[src/rtl/temporizador_mmss.sv]
// -----------------------------------------------------------------------------
// temporizador_mmss
// BCD countdown timer, MM:SS, 00:00..59:59. Counts down one second per iTick
// pulse from the upstream clock divider. Raises oAlarm while expired and
// returns to IDLE on its own after ALARM_TICKS further ticks.
//
// Ports
//   iClk                      system clock, rising edge
//   iRst                      synchronous active-high reset
//   iTick                     1-cycle count enable (one per second)
//   iLoad                     load iMinT/iMinU/iSecT/iSecU (IDLE/DONE only)
//   iMinT/iMinU/iSecT/iSecU   BCD value to load (saturated to 59:59)
//   iStart / iStop            start/resume, pause
//   iClear                    abort and zero the count
//   oMinT/oMinU/oSecT/oSecU   current count, BCD
//   oState                    IDLE=0, RUN=1, PAUSE=2, DONE=3
//   oDone                     1-cycle pulse on entry to DONE
//   oAlarm                    high while in DONE
//
// state | meaning
// IDLE  | holding a value, waiting for iStart
// RUN   | decrementing on each iTick
// PAUSE | count frozen, waiting for iStart
// DONE  | reached 00:00, alarm on, counting ALARM_TICKS ticks
// -----------------------------------------------------------------------------
module temporizador_mmss #(
    parameter int ALARM_TICKS = 5
) (
    input  logic       iClk,
    input  logic       iRst,
    input  logic       iTick,
    input  logic       iLoad,
    input  logic [3:0] iMinT,
    input  logic [3:0] iMinU,
    input  logic [3:0] iSecT,
    input  logic [3:0] iSecU,
    input  logic       iStart,
    input  logic       iStop,
    input  logic       iClear,
    output logic [3:0] oMinT,
    output logic [3:0] oMinU,
    output logic [3:0] oSecT,
    output logic [3:0] oSecU,
    output logic [1:0] oState,
    output logic       oDone,
    output logic       oAlarm
);

    typedef enum logic [1:0] {
        IDLE  = 2'd0,
        RUN   = 2'd1,
        PAUSE = 2'd2,
        DONE  = 2'd3
    } state_t;

    localparam logic [3:0] ALARM_LAST = 4'(ALARM_TICKS);

    state_t     state_q, state_d;
    logic [3:0] min_t_q, min_t_d;
    logic [3:0] min_u_q, min_u_d;
    logic [3:0] sec_t_q, sec_t_d;
    logic [3:0] sec_u_q, sec_u_d;
    logic [3:0] alm_cnt_q, alm_cnt_d;
    logic       done_q, done_d;
    logic       alarm_q, alarm_d;

    logic       cnt_zero;
    logic       cnt_one;
    logic [3:0] alm_cnt_inc;

    function automatic logic [3:0] sat(input logic [3:0] d, input logic [3:0] max);
        return (d > max) ? max : d;
    endfunction

    assign cnt_zero    = (min_t_q == 4'd0) && (min_u_q == 4'd0) &&
                         (sec_t_q == 4'd0) && (sec_u_q == 4'd0);
    assign cnt_one     = (min_t_q == 4'd0) && (min_u_q == 4'd0) &&
                         (sec_t_q == 4'd0) && (sec_u_q == 4'd1);
    assign alm_cnt_inc = alm_cnt_q + 4'd1;

    always_comb begin
        state_d   = state_q;
        min_t_d   = min_t_q;
        min_u_d   = min_u_q;
        sec_t_d   = sec_t_q;
        sec_u_d   = sec_u_q;
        alm_cnt_d = alm_cnt_q;
        done_d    = 1'b0;

        if (iClear) begin
            state_d   = IDLE;
            min_t_d   = 4'd0;
            min_u_d   = 4'd0;
            sec_t_d   = 4'd0;
            sec_u_d   = 4'd0;
            alm_cnt_d = 4'd0;
        end else if (iLoad && (state_q == IDLE || state_q == DONE)) begin
            state_d   = IDLE;
            min_t_d   = sat(iMinT, 4'd5);
            min_u_d   = sat(iMinU, 4'd9);
            sec_t_d   = sat(iSecT, 4'd5);
            sec_u_d   = sat(iSecU, 4'd9);
            alm_cnt_d = 4'd0;
        end else begin
            // A load arriving in RUN/PAUSE is dropped; lower-priority inputs
            // are still evaluated below.
            case (state_q)
                IDLE: begin
                    if (iStart && !cnt_zero) state_d = RUN;
                end
                RUN: begin
                    if (iStop) begin
                        state_d = PAUSE;
                    end else if (iTick && !cnt_zero) begin
                        // Borrow chain, least significant digit first.
                        if (sec_u_q != 4'd0) begin
                            sec_u_d = sec_u_q - 4'd1;
                        end else begin
                            sec_u_d = 4'd9;
                            if (sec_t_q != 4'd0) begin
                                sec_t_d = sec_t_q - 4'd1;
                            end else begin
                                sec_t_d = 4'd5;
                                if (min_u_q != 4'd0) begin
                                    min_u_d = min_u_q - 4'd1;
                                end else begin
                                    min_u_d = 4'd9;
                                    min_t_d = min_t_q - 4'd1;
                                end
                            end
                        end
                        if (cnt_one) begin
                            state_d   = DONE;
                            done_d    = 1'b1;
                            alm_cnt_d = 4'd0;
                        end
                    end
                end
                PAUSE: begin
                    if (!iStop && iStart) state_d = RUN;
                end
                DONE: begin
                    if (iTick) begin
                        if (alm_cnt_inc >= ALARM_LAST) begin
                            state_d   = IDLE;
                            alm_cnt_d = 4'd0;
                        end else begin
                            alm_cnt_d = alm_cnt_inc;
                        end
                    end
                end
                default: state_d = IDLE;
            endcase
        end

        alarm_d = (state_d == DONE);
    end

    always_ff @(posedge iClk) begin
        if (iRst) begin
            state_q   <= IDLE;
            min_t_q   <= 4'd0;
            min_u_q   <= 4'd0;
            sec_t_q   <= 4'd0;
            sec_u_q   <= 4'd0;
            alm_cnt_q <= 4'd0;
            done_q    <= 1'b0;
            alarm_q   <= 1'b0;
        end else begin
            state_q   <= state_d;
            min_t_q   <= min_t_d;
            min_u_q   <= min_u_d;
            sec_t_q   <= sec_t_d;
            sec_u_q   <= sec_u_d;
            alm_cnt_q <= alm_cnt_d;
            done_q    <= done_d;
            alarm_q   <= alarm_d;
        end
    end

    assign oMinT  = min_t_q;
    assign oMinU  = min_u_q;
    assign oSecT  = sec_t_q;
    assign oSecU  = sec_u_q;
    assign oState = state_q;
    assign oDone  = done_q;
    assign oAlarm = alarm_q;

endmodule

[config.mk]
export PLATFORM = sky130hd
export DESIGN_NAME = temporizador_mmss
export DESIGN_NICKNAME = d
export VERILOG_FILES = /design/src/rtl/temporizador_mmss.sv
export SDC_FILE = /design/constraint.sdc
export NUM_CORES = 1
export LEC_CHECK = 0
export CORE_MARGIN = 10
export CORE_UTILIZATION = 30
export DETAILED_ROUTE_END_ITERATION = 7
export PLACE_DENSITY = 0.6
export SLEW_MARGIN = 0
export SYNTH_ARGS = -nofsm -noshare
export SYNTH_HDL_FRONTEND = slang
export SYNTH_SLANG_ARGS = --single-unit
export TNS_END_PERCENT = 20
[constraint.sdc]
create_clock -name iClk -period 3.8 [get_ports iClk]
set_input_delay 0.57 -clock iClk [delete_from_list [all_inputs] [get_ports iClk]]
set_output_delay 0.57 -clock iClk [all_outputs]
set_load 0.05 [all_outputs]
==> run summary, run 1 <==
## Routing
* Via Count: 1,472
* drt drc: 0
* post-route ant nets: 0
* drt wl/cell: 14.07 um
* drt first-iter violations: 81
* average vias per placed instance: 5.041
* Pre-antenna DRT Iters: 4
* post-detailed-routing wire length: 4.108 mm

## Pwr
* sequential share of power: 0.487
* sw frac: 0.2980
* net switching power of the design: 0.0001646 W
* logic gate share of total power: 0.240
* IR drop worst, VDD: 0.1040 mV
* cell internal power dissipation: 0.0003877 W
* Leak Pwr: 0.7482 nW
* pwr/cell area: 265.3 mW/mm^2
* clock power share: 0.272

## STA
* achievable frequency: 0.4280 GHz
* accumulated negative setup slack: 0 ns
* Final Slew Violations: 0
* crit path setup slack, layout: 1.464 ns
* fin crit share: 0.6148
* Hold Fails Final Rpt: 0
* Post-Route Skew: 0.001739 ns
* relative slew slack: 0.4513
* RSZ-0062 raised after global routing: false
* WHS: 0.5075 ns
* final setup fails: 0
* slew at the pin with the worst max-slew slack: 0.8230 ns
* Final Critical Period: 2.336 ns

## Place
* number of buffers added on ports: 42
* worst slack after detailed placement: 1.341 ns
* placed wire-length estimate: 3.285 mm
* Inst Count DP: 289
* RD Place Congestion: 0.7456

## Clocking
* total setup buffers inserted after CTS: 0
* clock insertion delay at the later pin of the skew report: 0.26 ns
* clock buffer count from CTS: 3
* quantity of hold-fixing buffers added after cts: 0
* CTS tree: built
* TritonCTS Sinks: 24
* cell at the root of the clock tree: clkbuf_8
* post_cts resized: 0
* number of buffers between clock root and the deepest sink: 2
* H-tree lvl count: 1
* clock transition at the register clock pins on the worst setup and hold paths after CTS: 0.08 ns

## Worst setup path
* R2R setup slack: 1.46 ns
* CP endpoint kind: register
* maximum fanout along the worst path: 25
* critical setup path kind: reg2reg
* arrival time at the worst endpoint: 2.53 ns
* worst endpoint required time: 3.99 ns
* sort of element at the start of the critical path: register

## Floorplanning
* count of boundary I/O pins: 43
* vertical die dimension: 91.80 um
* number of core rows: 26
* area of the die: 0.008426 sq mm
* Starting Density: 0.3067
* floorplan die width: 91.80 um
* area of the core: 0.005042 sq mm

## Synth
* Post-Syn Nets: 212
* Syn. warnings: 0
* share of flip-flops with an asynchronous set or reset after synthesis: 0
* Yosys top cell by area: dfxtp_1
* FF+latch count, synth: 24
* portion of synthesized cell area occupied by the leading cell type: 0.3107
* Post-synth top flop: dfxtp_1
* Post-Synthesis Cell Area: 0.001546 sq mm
* Area contributors post-synth: dfxtp_1 31%, ha_1 6.5%, a211oi_1 4.4%
* Post-synth EDFFs: 0
* average cell area after synthesis: 8.544 sq um
* Cells after Synth: 181
* share of the yosys chip area belonging to registers: 0.3107
* number of distinct standard cells referenced by the synthesized netlist: 54

## Global routing
* antenna violations before repair: 0
* number of global-route vias before repair: 1,462
* overall routing resource usage: 0.09643
* overall overflow remaining after global route: 0
* maximum number of pins on one net before global-route repair: 26
* wire length of the first global-routing pass: 6.824 mm

## Job
* Max-cap violations: 0

## Finish
* Nets: 255
* filler-free cell count of the finished design: 292
* number of diodes added for antenna fixing: 0
* share of the core filled with cells in the final layout: 0.4129
* area growth from synthesis to layout: 34.63%
* fraction of layout cells with a size suffix above 1: 0.09910

## Run status
* result of the run: completed

## Min path
* kind of path behind the tightest hold check: reg2reg

metrics by stage:
stage / area, sq um / total power (W)
2_1_floorplan: 1546 / 0.0003550
3_3_place_gp: 2041 / 0.0004080
3_5_place_dp: 2041 / 0.0004082
4_1_cts: 2082 / 0.0005595
5_1_grt: 2082 / 0.0005794
6_report: 2082 / 0.0005524
worst max-delay path, cell delays in order, from the launching register on:
cell      delay, ns
dfxtp_1        0.44
inv_1          0.09
ha_1           0.30
nand2b_1       0.65
nand2_1        0.27
o32a_1         0.36
o22ai_1        0.15
path summary, 6_finish.rpt:
check | start | endpoint | cells past startpoint
max | oState[0] | alm_cnt_q[0] | 6
min | alm_cnt_q[3] | alm_cnt_q[3] | 1
max reg2reg | oState[0] | alm_cnt_q[0] | 6
min reg2reg | alm_cnt_q[3] | alm_cnt_q[3] | 1
per-layer routing:
layer	part of all wire	global-route usage	vias to the layer above
met5	0	0	-
met4	0.010	0.03599	0
met3	0.050	0.02608	2
met2	0.49	0.1641	27
met1	0.45	0.1132	678
li1	-	-	765
layout make-up:
type | count | area [sq um]
multi-input combinational | 140 | 999.7
tap | 70 | 87.58
timing repair buffer | 43 | 427.9
sequential | 24 | 480.5
clock buffer | 3 | 41.29
fill | 510 | 2960
inverter | 12 | 45.04
power groups by stage:
stage / sequential, W / combinational (W) / clock, W
finish: 0.000269 / 0.000133 / 0.000150
global route: 0.000271 / 0.000146 / 0.000163
CTS: 0.000269 / 0.000134 / 0.000156
detailed placement: 0.000275 / 0.000133 / 0
global placement: 0.000275 / 0.000133 / 0
floorplan: 0.000295 / 0.0000596 / 0
layout by cell type, fill, tap and decap left out, types with 2 or more instances in the layout:
cell type | netlist | layout
o211a_1 | 2 | 2
nor3_1 | 4 | 4
o22ai_1 | 3 | 3
nand3b_1 | 2 | 2
a2111oi_0 | 2 | 2
xor2_1 | 4 | 4
a21oi_1 | 11 | 11
ha_1 | 8 | 8
a211oi_1 | 9 | 9
clkdlybuf4s50_1 | 0 | 42
nor4b_1 | 2 | 2
nor2_2 | 3 | 3
or4_4 | 2 | 2
and3_1 | 2 | 2
inv_1 | 12 | 12
clkbuf_8 | 0 | 3
dfxtp_1 | 24 | 24
a221oi_1 | 2 | 2
o211ai_1 | 3 | 3
o21ai_0 | 11 | 11
nand2_1 | 14 | 14
nor2_1 | 13 | 13
nor2b_1 | 3 | 3
nor4_2 | 2 | 2
nand3_1 | 8 | 8
a21o_1 | 2 | 2
state kept, by name (all words and copies together) (netlist names):
signal     count
alm_cnt_q      4
oMinT          4
oMinU          4
oSecT          4
oSecU          4
oState         2
oAlarm         1
oDone          1
cells in the mapped netlist (3+ instances only):
| cell | number |
|---|---|
| dfxtp_1 | 24 |
| nand2_1 | 14 |
| nor2_1 | 13 |
| inv_1 | 12 |
| a21oi_1 | 11 |
| o21ai_0 | 11 |
| a211oi_1 | 9 |
| ha_1 | 8 |
| nand3_1 | 8 |
| nor3_1 | 4 |
| xor2_1 | 4 |
| clkbuf_1 | 3 |
| nor2_2 | 3 |
| nor2b_1 | 3 |
| o211ai_1 | 3 |
| o22ai_1 | 3 |
kinds of logic (layout without fill, tap and decap cells):
logic type               after synthesis  in the layout  share of synthesized area
adder cells (fa/ha/maj)                8              8                    0.06473
buffers and inverters                 17             58                    0.04288
flip-flops                            24             24                     0.3107
AND/OR/NAND/NOR                       64             64                     0.2573
AO/OA/AOI/OAI                         61             61                     0.2824
multiplexers                           2              2                    0.01375
XOR/XNOR                               5              5                    0.02832
Power figures use the tool's default switching activity.
==> run 2, diff against run 1 <==
--- a/config.mk
+++ b/config.mk
@@ -8,7 +8,7 @@
 export CORE_MARGIN = 10
 export CORE_UTILIZATION = 30
 export DETAILED_ROUTE_END_ITERATION = 7
-export PLACE_DENSITY = 0.6
+export PLACE_DENSITY = 0.62
 export SLEW_MARGIN = 0
 export SYNTH_ARGS = -nofsm -noshare
 export SYNTH_HDL_FRONTEND = slang
==> constraint.sdc (replaced) <==
create_clock -name iClk -period 1.95 [get_ports iClk]
set_input_delay 0.2925 -clock iClk [delete_from_list [all_inputs] [get_ports iClk]]
set_output_delay 0.2925 -clock iClk [all_outputs]
set_load 0.05 [all_outputs]
==> run summary, run 2 (synthesis results as in run 1) <==
## STA
* Post-Route Skew: 0.001244 ns
* relative slew slack: 0.6600
* final setup fails: 0
* fin crit share: 0.9676
* slew at the pin with the worst max-slew slack: 0.5084 ns
* accumulated negative setup slack: 0 ns
* Final Critical Period: 1.887 ns
* achievable frequency: 0.5300 GHz
* RSZ-0062 raised after global routing: false
* Final Slew Violations: 0
* Hold Fails Final Rpt: 0

## Clocking
* TritonCTS Sinks: 24
* post_cts resized: 0
* CTS tree: built
* quantity of hold-fixing buffers added after cts: 0
* H-tree lvl count: 1
* total setup buffers inserted after CTS: 0
* number of buffers between clock root and the deepest sink: 2
* cell at the root of the clock tree: clkbuf_8
* clock insertion delay at the later pin of the skew report: 0.27 ns
* clock transition at the register clock pins on the worst setup and hold paths after CTS: 0.09 ns
* clock buffer count from CTS: 3

## Worst setup path
* maximum cell stage delay along the critical path: 0.86 ns
* logic depth of the worst setup path including buffers: 1
* family with the most delay on the worst path: buffers and inverters
* maximum fanout along the worst path: 7
* critical setup path kind: reg2out
* R2R setup slack: 0.13 ns
* source of the critical timing path: oMinU[0]
* Critical Path End: oMinU[0]
* cell depth of the worst flop-to-flop path: 7
* worst flop-to-flop path endpoint: oMinU[0]
* master of the slowest instance on the critical path: clkdlybuf4s50_1
* launching point of the worst reg2reg path: oState[0]
* worst endpoint required time: 1.66 ns
* CP endpoint kind: output port
* arrival time at the worst endpoint: 1.59 ns
* critical path cell sequence: clkdlybuf4s50_1
* number of buffers and inverters on the critical path: 1
* sort of element at the start of the critical path: register

## Run status
* result of the run: completed

## Pwr
* clock power share: 0.303
* IR drop worst, VDD: 0.2280 mV
* cell internal power dissipation: 0.0008238 W
* net switching power of the design: 0.0003468 W
* sw frac: 0.2963
* logic gate share of total power: 0.251
* Leak Pwr: 0.8647 nW
* post-route total power: 0.001171 W
* pwr/cell area: 526.5 mW/mm^2
* sequential share of power: 0.446

## Global routing
* overall routing resource usage: 0.1048
* antenna violations before repair: 0
* wire length of the first global-routing pass: 7.500 mm
* overall overflow remaining after global route: 0
* number of global-route vias before repair: 1,619
* maximum number of pins on one net before global-route repair: 15

## Place
* RD Place Congestion: 0.8261
* number of buffers added on ports: 42
* placed wire-length estimate: 3.559 mm
* instance area at placement: 0.002166 sq mm

## Floorplanning
* floorplan die width: 91.80 um
* count of boundary I/O pins: 43
* Starting Density: 0.3067
* area of the core: 0.005042 sq mm
* area of the die: 0.008426 sq mm
* number of core rows: 26
* vertical die dimension: 91.80 um

## Routing
* post-detailed-routing wire length: 4.372 mm
* Via Count: 1,572
* drt first-iter violations: 95
* post-route ant nets: 0
* average vias per placed instance: 5.038
* drt drc: 0
* drt wl/cell: 14.01 um
* Pre-antenna DRT Iters: 4

## Finish
* commonest non-fill, non-tap cells in the layout: 34 x clkdlybuf4s50_1, 28 x buf_4, 22 x dfxtp_1, 14 x nand2_1, 13 x nor2_1
* number of diodes added for antenna fixing: 0
* area of all placed cells without fillers: 0.002223 sq mm
* area growth from synthesis to layout: 43.77%
* fraction of layout cells with a size suffix above 1: 0.2190
* share of the core filled with cells in the final layout: 0.4409
* most frequent standard cell in the layout excluding fill and tap cells: clkdlybuf4s50_1
* Nets: 274

## Job
* Max-cap violations: 0

## Min path
* kind of path behind the tightest hold check: reg2reg
* launch point of the worst hold path: alm_cnt_q[3]
* Min-Delay Path Depth: 1

## run 2: cell count changes in the layout (fill, tap and decap cells not counted)
cell | before | now
buf_4 | 1 | 28
clkbuf_8 | 3 | 4
clkdlybuf4s50_1 | 42 | 34
dfxtp_1 | 24 | 22
dfxtp_2 | 0 | 2
nand2b_1 | 1 | 0
nand2b_2 | 0 | 1
## run 2: per-layer routing
layer,GRT usage,part of all wire,up-vias
li1,-,-,805
met1,0.1320,0.48,708
met2,0.1677,0.45,52
met3,0.02200,0.048,7
met4,0.04756,0.020,0
met5,0,0,-
## run 2: per-stage QoR
stage | hold WS, ns | setup slack [ns] | cells
detailed placement | 0.5004 | 0.02116 | 308
floorplan | 0.4377 | -0.03904 | 181
global route | 0.5341 | 0.004205 | 312
global placement | 0.4969 | 0.03281 | 308
CTS | 0.5121 | 0.06289 | 312
finish | 0.5154 | 0.06323 | 312
## run 2: how the worst min path moves through the flow
| stage | end |
|---|---|
| floorplan | oSecU[1] |
| global placement | alm_cnt_q[3] |
| detailed placement | alm_cnt_q[3] |
| CTS | alm_cnt_q[3] |
| global route | alm_cnt_q[3] |
| finish | alm_cnt_q[3] |
## run 2: layout make-up
| type | instances | area, sq um |
|---|---|---|
| Fill cell | 526 | 2819 |
| Multi-Input combinational cell | 140 | 1002 |
| Timing Repair Buffer | 62 | 550.5 |
| Sequential cell | 24 | 483.0 |
| Tap cell | 70 | 87.58 |
| Clock buffer | 4 | 55.05 |
| Inverter | 12 | 45.04 |
## run 2: worst register-to-register path, cell delays in order, from the launching register on
cell and delay, ns:
dfxtp_2 0.34, buf_4 0.13, ha_1 0.25, and3b_1 0.26, nand3_1 0.21, a211oi_1 0.28
a211oi_1 0.08, a211oi_1 0.21
## run 2: power groups by stage
stage | Combinational, W | Clock [W] | Sequential (W)
after global routing | 0.000320 | 0.000380 | 0.000526
after floorplan | 0.000116 | 0 | 0.000576
after CTS | 0.000294 | 0.000361 | 0.000522
after global placement | 0.000294 | 0 | 0.000534
final | 0.000294 | 0.000354 | 0.000523
after detailed placement | 0.000293 | 0 | 0.000534
==> run 3, diff against run 2 <==
--- a/config.mk
+++ b/config.mk
@@ -9,7 +9,7 @@
 export CORE_UTILIZATION = 30
 export DETAILED_ROUTE_END_ITERATION = 7
 export PLACE_DENSITY = 0.62
-export SLEW_MARGIN = 0
+export SLEW_MARGIN = 30
 export SYNTH_ARGS = -nofsm -noshare
 export SYNTH_HDL_FRONTEND = slang
 export SYNTH_SLANG_ARGS = --single-unit
==> results of run 3 <==
Same layout as run 2: the final DEF is identical, and so are final timing and power.
